**src/rtl/branch_redirect_unit.sv**
```systemverilog
// Execute-stage branch resolution: mispredict redirect to the IFU, IF/ID flush, EX stall
// and misaligned-target trap. Define BRANCH_STATS_EN to build the statistics counters.
module branch_redirect_unit #(
  parameter int XLEN  = 32,
  parameter int CNT_W = 32
) (
  input  logic             clk,
  input  logic             rst_n,
  input  logic             ex_valid,
  input  logic             ex_is_branch,
  input  logic             ex_is_jal,
  input  logic             ex_is_jalr,
  input  logic             branch_control,
  input  logic             ex_pred_taken,
  input  logic [XLEN-1:0]  ex_pc,
  input  logic [XLEN-1:0]  ex_imm,
  input  logic [XLEN-1:0]  ex_rs1,
  input  logic             redirect_ready,
  output logic             redirect_valid,
  output logic [XLEN-1:0]  redirect_pc,
  output logic             flush_o,
  output logic             ex_stall_o,
  output logic             trap_o,
  output logic [XLEN-1:0]  trap_tval,
  output logic [CNT_W-1:0] stat_branches,
  output logic [CNT_W-1:0] stat_mispredicts
);

  typedef enum logic [1:0] {IDLE, REDIRECT, TRAP} state_t;

  state_t            state;
  logic              resolve;
  logic              taken;
  logic              mispredict;
  logic              misalign;
  logic [XLEN-1:0]   target;
  logic [XLEN-1:0]   next_pc;

  // Resolution only happens in IDLE; instructions presented during REDIRECT/TRAP are ignored.
  assign resolve    = (state == IDLE) && ex_valid && (ex_is_branch || ex_is_jal || ex_is_jalr);
  assign taken      = (ex_is_branch && branch_control) || ex_is_jal || ex_is_jalr;
  assign target     = ex_is_jalr ? ((ex_rs1 + ex_imm) & ~XLEN'(1)) : (ex_pc + ex_imm);
  assign next_pc    = taken ? target : (ex_pc + XLEN'(4));
  assign misalign   = resolve && taken && target[1];
  assign mispredict = resolve && (ex_is_jalr || (taken != ex_pred_taken));

  always_ff @(posedge clk or negedge rst_n) begin
    if (!rst_n) begin
      state          <= IDLE;
      redirect_valid <= 1'b0;
      redirect_pc    <= '0;
      flush_o        <= 1'b0;
      ex_stall_o     <= 1'b0;
      trap_o         <= 1'b0;
      trap_tval      <= '0;
    end else begin
      // NOTE: pulse outputs default low here and are overridden below; with non-blocking
      // assignments the last write in the block wins, so no pulse can stick high.
      flush_o <= 1'b0;
      trap_o  <= 1'b0;
      case (state)
        IDLE: begin
          if (misalign) begin
            state     <= TRAP;
            trap_o    <= 1'b1;
            trap_tval <= target;
            flush_o   <= 1'b1;
          end else if (mispredict) begin
            state          <= REDIRECT;
            redirect_valid <= 1'b1;
            redirect_pc    <= next_pc;
            flush_o        <= 1'b1;
            ex_stall_o     <= 1'b1;
          end
        end
        REDIRECT: begin
          if (redirect_ready) begin
            state          <= IDLE;
            redirect_valid <= 1'b0;
            ex_stall_o     <= 1'b0;
          end
        end
        TRAP:    state <= IDLE;
        default: state <= IDLE;
      endcase
    end
  end

`ifdef BRANCH_STATS_EN
  logic [CNT_W-1:0] branch_cnt;
  logic [CNT_W-1:0] mispredict_cnt;

  always_ff @(posedge clk or negedge rst_n) begin
    if (!rst_n) begin
      branch_cnt     <= '0;
      mispredict_cnt <= '0;
    end else begin
      if (resolve) branch_cnt <= branch_cnt + CNT_W'(1);
      if (mispredict && !misalign) mispredict_cnt <= mispredict_cnt + CNT_W'(1);
    end
  end

  assign stat_branches    = branch_cnt;
  assign stat_mispredicts = mispredict_cnt;
`else
  assign stat_branches    = '0;
  assign stat_mispredicts = '0;
`endif

endmodule

```
**config.mk**
```make
export PLATFORM = sky130hd
export DESIGN_NAME = branch_redirect_unit
export DESIGN_NICKNAME = d
export VERILOG_FILES = /design/src/rtl/branch_redirect_unit.sv
export SDC_FILE = /design/constraint.sdc
export NUM_CORES = 1
export LEC_CHECK = 0
export ABC_AREA = 1
export CAP_MARGIN = 5
export CORE_ASPECT_RATIO = 2
export CORE_MARGIN = 2
export CORE_UTILIZATION = 45
export DETAILED_ROUTE_END_ITERATION = 7
export PLACE_DENSITY = 0.75
export SYNTH_ARGS = -nofsm -noshare
export SYNTH_HDL_FRONTEND = slang
export SYNTH_SLANG_ARGS = --single-unit
export TNS_END_PERCENT = 30
```
**constraint.sdc**
```tcl
create_clock -name clk -period 1.6 [get_ports clk]
set_clock_uncertainty 0.05 [all_clocks]
set_input_delay 0.24 -clock clk [delete_from_list [all_inputs] [get_ports clk]]
set_output_delay 0.24 -clock clk [all_outputs]
set_load 0.005 [all_outputs]
```
==> flow_summary.toml <==
[status]
status = "complete, but fails checks"
failed_checks = "setup timing"

[layout]
ff_latch_area_um2 = 1730
area_delta_synth_final_pct = 71.1
layout.nets = 2185
multi_input_area_um2 = 8000
n_fill_cell = 1403
diodes = 0
drive_gt1_frac = 0.385
layout_commonest_cell = "nand2_1"
layout_common_cells = "nand2_1, buf_4, inv_1, nand2_2, nand3_1"

[die]
initial_core_util = 0.460
die_h_um = 203
rows = 72
io_pins = 237
fp.coreArea_um2 = 19400
die_width_um = 104
die_area_um2 = 21000

[grt]
grt_start_max_net_pins = 38
grt.total_usage = 0.383
grt_pass1_wl_um = 62500
antenna_found_initial = 0
grt_pass1_vias = 12166
overflow = 0

[synthesis]
syn_avg_cell_area_um2 = 5.70
yosys_warnings = 0
synth.distinct_cells = 39
ys_seq_elements = 69
synth_area_um2 = 8920
syn_inst = 1565
ys_seq_area_frac = 0.194

[detailed_routing]
vias_per_cell = 5.37
ant_nets = 0
wl_per_cell_um = 18.7
vias = 12234
wl_um = 42600
drtPass1Iterations = 5
drt_first_iter_violations = 917
drcViolationCount = 0

[timing]
setup_violations = 62
hold_slack_ns = 0.211
rsz0062_at_grt = "yes"
finalHoldViolCount = 0
final.setup.tns_ns = -8.53
layout_setup_ws_ns = -0.219
final.period_utilization = 1.14
slew_viol_final = 0
max_freq_ghz = 0.550
fin_crit_ns = 1.82

[worst_hold_path]
hp-class = "primary input to flip-flop"

[worst_setup_path]
cp_slowest_cell = "dfrtp_1"
crit_buf_inv = 3
start_kind = "flip-flop"
crit_chain = "nor2_1 > o211ai_1 > buf_4 > a31oi_4 > nand2_8 > buf_12 > buf_16 > a21oi_2 > a2bb2oi_2"
path_max_fanout = 7
cp_top_family = "compound AO/OA/AOI/OAI gates"
end_kind = "flip-flop"
critPathKind = "flip-flop to flip-flop"
cp.arrival_ns = 2.01
cp.required_ns = 1.79
slowest_delay_ns = 0.38

[placed_design]
io_buffer_count = 172
dp_hpwl_um = 31400
gp_congestion = 0.957

[clock_tree]
cts_buffers = 9
cts-root-buf = "clkbuf_16"
cts_sinks = 69
path_clk_slew_ns = 0.07
clk_latency_ns = 0.36
cts_tree = "yes"
clockBufferDepth = 2
htree_levels = 3

[pwr]
ir_drop_mv = 0.791
p_per_area_nw_per_um2 = 839
p_leak_nw = 7.86

[flow_run]
drv_cap = 0
==> registers in the layout, summed over array words and instances, names as in the netlist <==
name,cells
trap_o,1
ex_stall_o,1
state,2
trap_tval,32
redirect_pc,32
flush_o,1
==> path summary, 6_finish.rpt <==
kind | to | from | slack (ns) | depth (start not counted)
worst max-delay path | redirect_pc[6] | state[1] | -0.22 | 9
worst min-delay path | redirect_pc[0] | ex_pc[0] | 0.21 | 3
worst max register to register | redirect_pc[6] | state[1] | -0.22 | 9
worst min register to register | trap_tval[26] | trap_tval[26] | 0.43 | 2
max in group asynchronous | redirect_pc[24] | rst_n | 0.63 | 3
min in group asynchronous | ex_stall_o | rst_n | 0.28 | 2
==> cells by family after synthesis <==
logic type	count (synthesis)	share of synthesized area
other	1	0.000421
buffers and inverters	325	0.166
adder cells (fa/ha/maj)	64	0.0915
multiplexers	1	0.00112
AND/OR/NAND/NOR	917	0.425
flip-flops	69	0.194
XOR/XNOR	21	0.0206
AO/OA/AOI/OAI	167	0.102
==> layer usage <==
metal / vias to the layer above / track usage / part of all wire
met5: - / 0 / 0
met4: 0 / 0.278 / 0.090
met3: 206 / 0.0353 / 0.056
met2: 646 / 0.732 / 0.52
met1: 5647 / 0.382 / 0.33
li1: 5735 / - / -
==> report_power, final <==
part	leakage [nW]	switching, mW	internal, mW
registers	0.830	0.642	2.55
logic	6.88	3.61	3.86
clock network	0.151	0.878	1.26
==> repair_timing <==
item | CTS | global route
gates resized for setup | 652 | 120
pin swaps | 145 | 46
setup endpoints to repair | 73 | 66
cloned | 4 | 1
buffers inserted | 35 | 4
hold buffers | 1 | 0
hold endpoints to repair | 13 | 0
==> Yosys cell counts, drive strengths merged <==
cell	count	area share
fa	2	0.0045
or3	2	0.0014
a21oi	77	0.043
nor4	6	0.0042
nand3	143	0.081
nor3	19	0.011
ha	62	0.087
o21bai	6	0.0051
or2	11	0.0077
xor2	14	0.014
dfrtp	69	0.19
inv	232	0.098
o311ai	1	0.00098
a21boi	3	0.0025
xnor2	7	0.0069
o22ai	1	0.00070
o21a	2	0.0017
a31oi	12	0.0084
nor2	137	0.059
buf	76	0.061
a21o	2	0.0017
nand4	20	0.014
a2bb2oi	3	0.0029
clkbuf	14	0.0059
nand3b	8	0.0067
o31ai	3	0.0025
o21ai	56	0.031
nand2	571	0.24
clkinv	3	0.0013
o211ai	1	0.00084
conb	1	0.00042
mux2i	1	0.0011
==> worst reg2reg max path, stage by stage, from the launching register on <==
cell,delay [ns]
dfrtp_1,0.38
nor2_1,0.13
o211ai_1,0.13
buf_4,0.17
a31oi_4,0.22
nand2_8,0.14
buf_12,0.16
buf_16,0.14
a21oi_2,0.12
a2bb2oi_2,0.06
==> stage by stage <==
stage | setup slack [ns] | cell area [um^2] | std cells | util | power [mW]
after global placement | -1.16 | 12600 | 2219 | 0.650 | 9.05
after global routing | -0.294 | 15300 | 2280 | 0.788 | 13.4
final | -0.219 | 15300 | 2280 | 0.788 | 12.8
after detailed placement | -1.18 | 12600 | 2219 | 0.650 | 9.16
after floorplan | -0.217 | 9250 | 1628 | - | 5.64
after CTS | -0.162 | 14900 | 2275 | 0.767 | 12.2
==> final cells by class <==
cell class                      instances  share of cell area
Sequential cell                        69               0.113
Clock inverter                          6             0.00467
Tap cell                              259              0.0212
Timing Repair Buffer                  467               0.262
Multi-Input combinational cell       1234               0.524
Inverter                              235              0.0591
Clock buffer                           10              0.0157
Power figures use the tool's default switching activity.
